File: src/rtl/pipe_ctrl_pkg.sv
// Shared pipeline-control definitions: FSM states, NOP encoding, default PC step
// and the load opcode also used by the ID-stage hazard detector.
package pipe_ctrl_pkg;

  typedef enum logic [1:0] {
    RUN   = 2'd0,
    STALL = 2'd1,
    FLUSH = 2'd2
  } ctrl_state_t;

  localparam logic [31:0] NOP_INSTR       = 32'h0000_0013;
  localparam int          PC_STEP_DEFAULT = 4;
  localparam logic [6:0]  LOAD_OPCODE     = 7'b0000011;

endpackage

File: src/rtl/sat_counter.sv
// Saturating event counter with increment enable and asynchronous active-high reset.
// Holds at all-ones once reached so long-running event counts never wrap to zero.
module sat_counter #(
  parameter int WIDTH = 32
) (
  input  logic             clk,
  input  logic             rst,
  input  logic             inc,
  output logic [WIDTH-1:0] count
);

  always_ff @(posedge clk or posedge rst) begin
    if (rst) begin
      count <= '0;
    end else if (inc && (count != {WIDTH{1'b1}})) begin
      count <= count + 1'b1;
    end
  end

endmodule

File: src/rtl/pipe_stall_ctrl.sv
// Pipeline control responder: owns the PC, turns load-use stalls and EX redirects into
// hold/flush/bubble controls. Performance counters are built only with PIPE_PERF_CNT_EN.
module pipe_stall_ctrl
  import pipe_ctrl_pkg::*;
#(
  parameter int              XLEN     = 32,
  parameter logic [XLEN-1:0] RESET_PC = '0,
  parameter int              PC_STEP  = PC_STEP_DEFAULT
) (
  input  logic            CLK,
  input  logic            RST,
  input  logic            PCdelay,
  input  logic            Mwk,
  input  logic            branch_taken,
  input  logic [XLEN-1:0] branch_target,
  output logic [XLEN-1:0] PC,
  output logic            IF_ID_hold,
  output logic            IF_ID_flush,
  output logic            ID_EX_bubble,
  output logic            clear
`ifdef PIPE_PERF_CNT_EN
  ,
  output logic [31:0]     stall_cnt,
  output logic [31:0]     flush_cnt
`endif
);

  ctrl_state_t     state;
  ctrl_state_t     next_state;
  logic [XLEN-1:0] pc_next;
  logic [XLEN-1:0] pc_seq;

  assign pc_seq = PC + XLEN'(PC_STEP);

  always_ff @(posedge CLK or posedge RST) begin
    if (RST) begin
      state <= RUN;
      PC    <= RESET_PC;
    end else begin
      state <= next_state;
      PC    <= pc_next;
    end
  end

  // Redirect beats stall; a stall is only honoured from RUN so one bubble per load.
  always_comb begin
    next_state = RUN;
    pc_next    = pc_seq;
    IF_ID_hold = 1'b0;
    if (branch_taken) begin
      next_state = FLUSH;
      pc_next    = branch_target;
    end else if (PCdelay && (state == RUN)) begin
      next_state = STALL;
      pc_next    = PC;
      IF_ID_hold = 1'b1;
    end
  end

  assign ID_EX_bubble = (state == STALL) || (state == FLUSH);
  assign IF_ID_flush  = (state == FLUSH);
  assign clear        = (state == FLUSH) || RST;

`ifdef PIPE_PERF_CNT_EN
  logic stall_inc;
  logic flush_inc;

  // Stalls count only for a valid ID instruction; every accepted redirect counts.
  assign stall_inc = (state == RUN) && (next_state == STALL) && Mwk;
  assign flush_inc = branch_taken;

  sat_counter #(.WIDTH(32)) u_stall_cnt (
    .clk   (CLK),
    .rst   (RST),
    .inc   (stall_inc),
    .count (stall_cnt)
  );

  sat_counter #(.WIDTH(32)) u_flush_cnt (
    .clk   (CLK),
    .rst   (RST),
    .inc   (flush_inc),
    .count (flush_cnt)
  );
`else
  logic mwk_unused;
  assign mwk_unused = Mwk;
`endif

endmodule

File: config.mk
export PLATFORM = sky130hd
export DESIGN_NAME = pipe_stall_ctrl
export DESIGN_NICKNAME = d
export VERILOG_FILES = /design/src/rtl/pipe_ctrl_pkg.sv /design/src/rtl/sat_counter.sv /design/src/rtl/pipe_stall_ctrl.sv
export SDC_FILE = /design/constraint.sdc
export NUM_CORES = 1
export LEC_CHECK = 0
export ABC_CLOCK_PERIOD_IN_PS = 2560
export CORE_ASPECT_RATIO = 0.8
export CORE_MARGIN = 5
export CORE_UTILIZATION = 30
export DETAILED_ROUTE_END_ITERATION = 6
export HOLD_SLACK_MARGIN = 0.02
export PLACE_DENSITY = 0.68
export SKIP_CTS_REPAIR_TIMING = 1
export SLEW_MARGIN = 15
export SYNTH_ARGS = -nofsm -noshare
export SYNTH_HDL_FRONTEND = slang
export SYNTH_SLANG_ARGS = --single-unit
File: constraint.sdc
create_clock -name CLK -period 2.56 [get_ports CLK]
set_input_delay 0.64 -clock CLK [delete_from_list [all_inputs] [get_ports CLK]]
set_output_delay 0.64 -clock CLK [all_outputs]
set_load 0.02 [all_outputs]
Word level (Yosys, flattened, before mapping) --
Index checks and enable logic that the tools add are counted. Widths: inputs -> output; s select.
Word-level totals: register bits 34, output and inout bits 36
Cells by class: add/sub/neg operators 1, equality and inequality tests 3, mux-type cells 6, reduce and logical (&&, ||, !) cells 4
Operators with widths (number):
- $mux 32 | 2
- $add 32x3->32 const B | 1
- $mux 1 | 3
- $eq 2x1->1 const B | 1
- $eq 2x2->1 const B | 1
- $logic_not 2->1 | 1
- $logic_or 1x1->1 | 2
- $mux 2 | 1
- $ne 2x2->1 const B | 1
- $logic_and 1x1->1 | 1

Longest topological paths before layout --
word-level depth 4, depth in mapped cells 6

Worst setup path before layout --
No wires, ideal clock.
path type register to register, from reg PC[6], to reg PC[29], library setup time 82 ps, data arrival time 1951 ps, required time 2478 ps, path slack 527 ps, cell stages (with the launch flop) 6, path buffers 1, clock period less this slack 2033 ps, cell sequence dfrtp_1 nand3_2 or4_1 buf_2 or4_1 a31oi_1
Between the ends: cells in the longest elaborated chain, start to end 3
Ends and longest elaborated chain:
- start: declaration | RTL line pipe_stall_ctrl.sv:16 | output logic [XLEN-1:0] PC,
- start signal: assignment | RTL line pipe_stall_ctrl.sv:41 | PC <= pc_next;
- $add 32x3->32 | RTL line pipe_stall_ctrl.sv:33 | assign pc_seq = PC + XLEN'(PC_STEP);
- $mux 32 | RTL line pipe_stall_ctrl.sv:53 | end else if (PCdelay && (state == RUN)) begin
- $mux 32 | RTL line pipe_stall_ctrl.sv:50 | if (branch_taken) begin
No other way between the ends. The select of a mux whose other input is x is not followed. A chain may end at the register's enable or synchronous reset.

Worst setup path after layout --
from in RST, to out clear
Between the ends: cells in the longest elaborated chain, start to end 1
Ends and longest elaborated chain:
- start: declaration | RTL line pipe_stall_ctrl.sv:11 | input logic RST,
- $logic_or 1x1->1 | RTL line pipe_stall_ctrl.sv:62 | assign clear = (state == FLUSH) || RST;
- end: declaration | RTL line pipe_stall_ctrl.sv:20 | output logic clear
No other way between the ends.

==> qor.txt <==
First-pass GRT wire length = 9870 um
Critical path arrival = 1.87 ns
Vias in the first global route = 1976
Post-synth EDFFs = 0
Placed cells = 376
CTS clk-pin slew, worst paths = 0.07 ns
Clk sinks = 34
Kind of critical path = input port to output pin
Worst setup startpoint = RST
Clk buf depth = 2
Period utilization = 98.1%
Worst hold start = PC[1]$_DFFE_PP0P_
Register bit count reported by yosys = 34
Hold path cells = 1
Fmax = 398 MHz
Worst VDD drop = 0.000283 V
WP data required = 1.92 ns
Diode count = 0
Post-synth top area cell = dfrtp_1
Ranking of synthesized cells by area = dfrtp_1, or4_1, nand2_1
Most frequent cells in the layout = clkdlybuf4s50_1, dfrtp_1, nand2_1
Die Span Y = 83.4 um
Mapped Area = 2020 um2
Post-DP HPWL = 4370 um
CTS Buf Count = 5
Critical Path Fanout Max = 2
Final-stage net count = 339
Commonest non-fill, non-tap cell in the layout = clkdlybuf4s50_1
Clk root buf = clkbuf_8
1st-pass router iterations = 4
Rel. slew slack = 64.7%
Outcome = finished, final reports clean
Slew Viols, Final = 0
Total track usage = 14.5%
Combinational fraction of design power = 26.3%
Reg2reg start = PC[9]$_DFFE_PP0N_
Internal = 1.09 mW
TritonCTS clock tree = yes
Final setup violation count = 0
Via Count = 2014
Worst skew pair latency = 0.30 ns
Post-DRT Antenna Nets = 0
IO buf count = 71
Clk pwr share = 31.9%
Final std cells w/o fill = 384
Sequential share of power = 41.7%
Hold_ws = 0.509 ns
Switching Fraction = 31.3%
Synth Instances = 223
Vias/cell = 5.24
Largest net degree at the start of global routing = 40
Cell row count = 26
Pwr dens = 537 nW/um2
Width of the chip = 102 um
DRT iter0 DRCs = 99
Ys flop type = dfrtp_1
Core area = 6470 um2
Startpoint types = input port
Max-cap violations = 0
WL/cell = 15.7 um
Hold Path Class = flip-flop to flip-flop
Initial antenna violation count = 0
CP Capture Type = output pin
Ys Warns = 0
Initial Utilization = 31.2%
Fin. Hold Viols = 0
Sw Pwr = 0.495 mW
PnR worst setup slack = 0.0497 ns
Clock Skews = 0.00805 ns
Placer congestion estimate = 0.828
Worst Max-Slew Pin Slew = 0.529 ns
H-tree depth = 2
Synth unique cells = 40
Layout cells sized above 1 = 8.67%
Final worst path period need = 2.51 ns
Synthesized Nets = 263
Area growth from synthesis to layout = 46.0%
Proportion of netlist area held by the largest area contributor = 42.1%
RSZ-0062 raised after global routing = no
Static leakage = 1.12 nW
Ports = 73
Final WL = 6040 um
Place WS = -0.0334 ns
DRC viols = 0
Global route overflow = 0
FF-to-FF path depth = 4
Synth async-reset ratio = 100%
Syn_area_per_cell = 9.06 um2
Die area = 8480 um2
Sequential share of the synthesized area = 42.1%
Setup TNS = 0 ns
## metal layers
layer | vias up | wire length [um] | GRT usage [%]
met3 | 6 | 484 | 4.61
met2 | 61 | 2610 | 21.3
met5 | - | 0 | 0
met1 | 951 | 2890 | 20.3
li1 | 996 | - | -
met4 | 0 | 63 | 4.35
## kinds of logic after synthesis
logic type,synth area share [%]
mux,1.61
simple gates,29.0
fa+ha+maj,1.86
buf+inv,5.14
flops,42.1
compound gates,15.5
xor+xnor,4.77
## per-stage QoR
| step | area, um2 | power [mW] | utilization [%] |
|---|---|---|---|
| 2_1_floorplan | 2020 | 0.867 | - |
| 3_5_place_dp | 2840 | 1.09 | 43.8 |
| 5_1_grt | 2950 | 1.66 | 45.6 |
| 4_1_cts | 2950 | 1.60 | 45.5 |
| 3_3_place_gp | 2840 | 1.08 | 43.8 |
| 6_report | 2950 | 1.58 | 45.6 |
## cell usage after synthesis (2+ instances only)
| cell | instances |
|---|---|
| clkbuf_8 | 3 |
| and4_1 | 3 |
| nand4_1 | 9 |
| o211ai_1 | 2 |
| xor2_1 | 6 |
| xnor2_1 | 5 |
| o31ai_1 | 12 |
| nand3_1 | 17 |
| and3_1 | 2 |
| or4_1 | 17 |
| inv_1 | 7 |
| nor4_1 | 5 |
| ha_1 | 3 |
| a31oi_1 | 13 |
| o31a_1 | 2 |
| nand2_1 | 26 |
| o21ai_0 | 14 |
| nor2_1 | 17 |
| dfrtp_1 | 34 |
| clkbuf_1 | 5 |
| mux2_2 | 2 |
## final timing paths
check	endpoint	slack (ns)
setup / recovery	clear	0.05
hold / removal	PC[1]$_DFFE_PP0P_	0.51
setup reg to reg	PC[20]$_DFFE_PP0N_	0.30
hold reg to reg	PC[1]$_DFFE_PP0P_	0.51
max in group asynchronous	PC[1]$_DFFE_PP0P_	1.47
min in group asynchronous	PC[22]$_DFFE_PP0N_	0.78
## worst max-delay path: stages
cell,delay [ns]
clkdlybuf4s50_1,0.41
or2_2,0.27
clkdlybuf4s50_1,0.54
## flip-flops by register name, summed over array words and instances (netlist names)
register and flops:
PC 32, state 2
## cell type report
type | instances | area, um2
Clock buffer | 5 | 68.8
Inverter | 7 | 26.3
Tap cell | 84 | 105
Clock inverter | 3 | 40.0
Timing Repair Buffer | 80 | 793
Fill cell | 631 | 3520
Sequential cell | 34 | 851
Multi-Input combinational cell | 171 | 1060
## power by group through the flow
stage | Clock (mW) | Combinational (mW) | Sequential [mW]
after floorplan | 0 | 0.149 | 0.718
after global placement | 0 | 0.414 | 0.669
after detailed placement | 0 | 0.420 | 0.671
after CTS | 0.516 | 0.423 | 0.661
after global routing | 0.534 | 0.452 | 0.673
final | 0.506 | 0.418 | 0.661
Power figures use the tool's default switching activity.
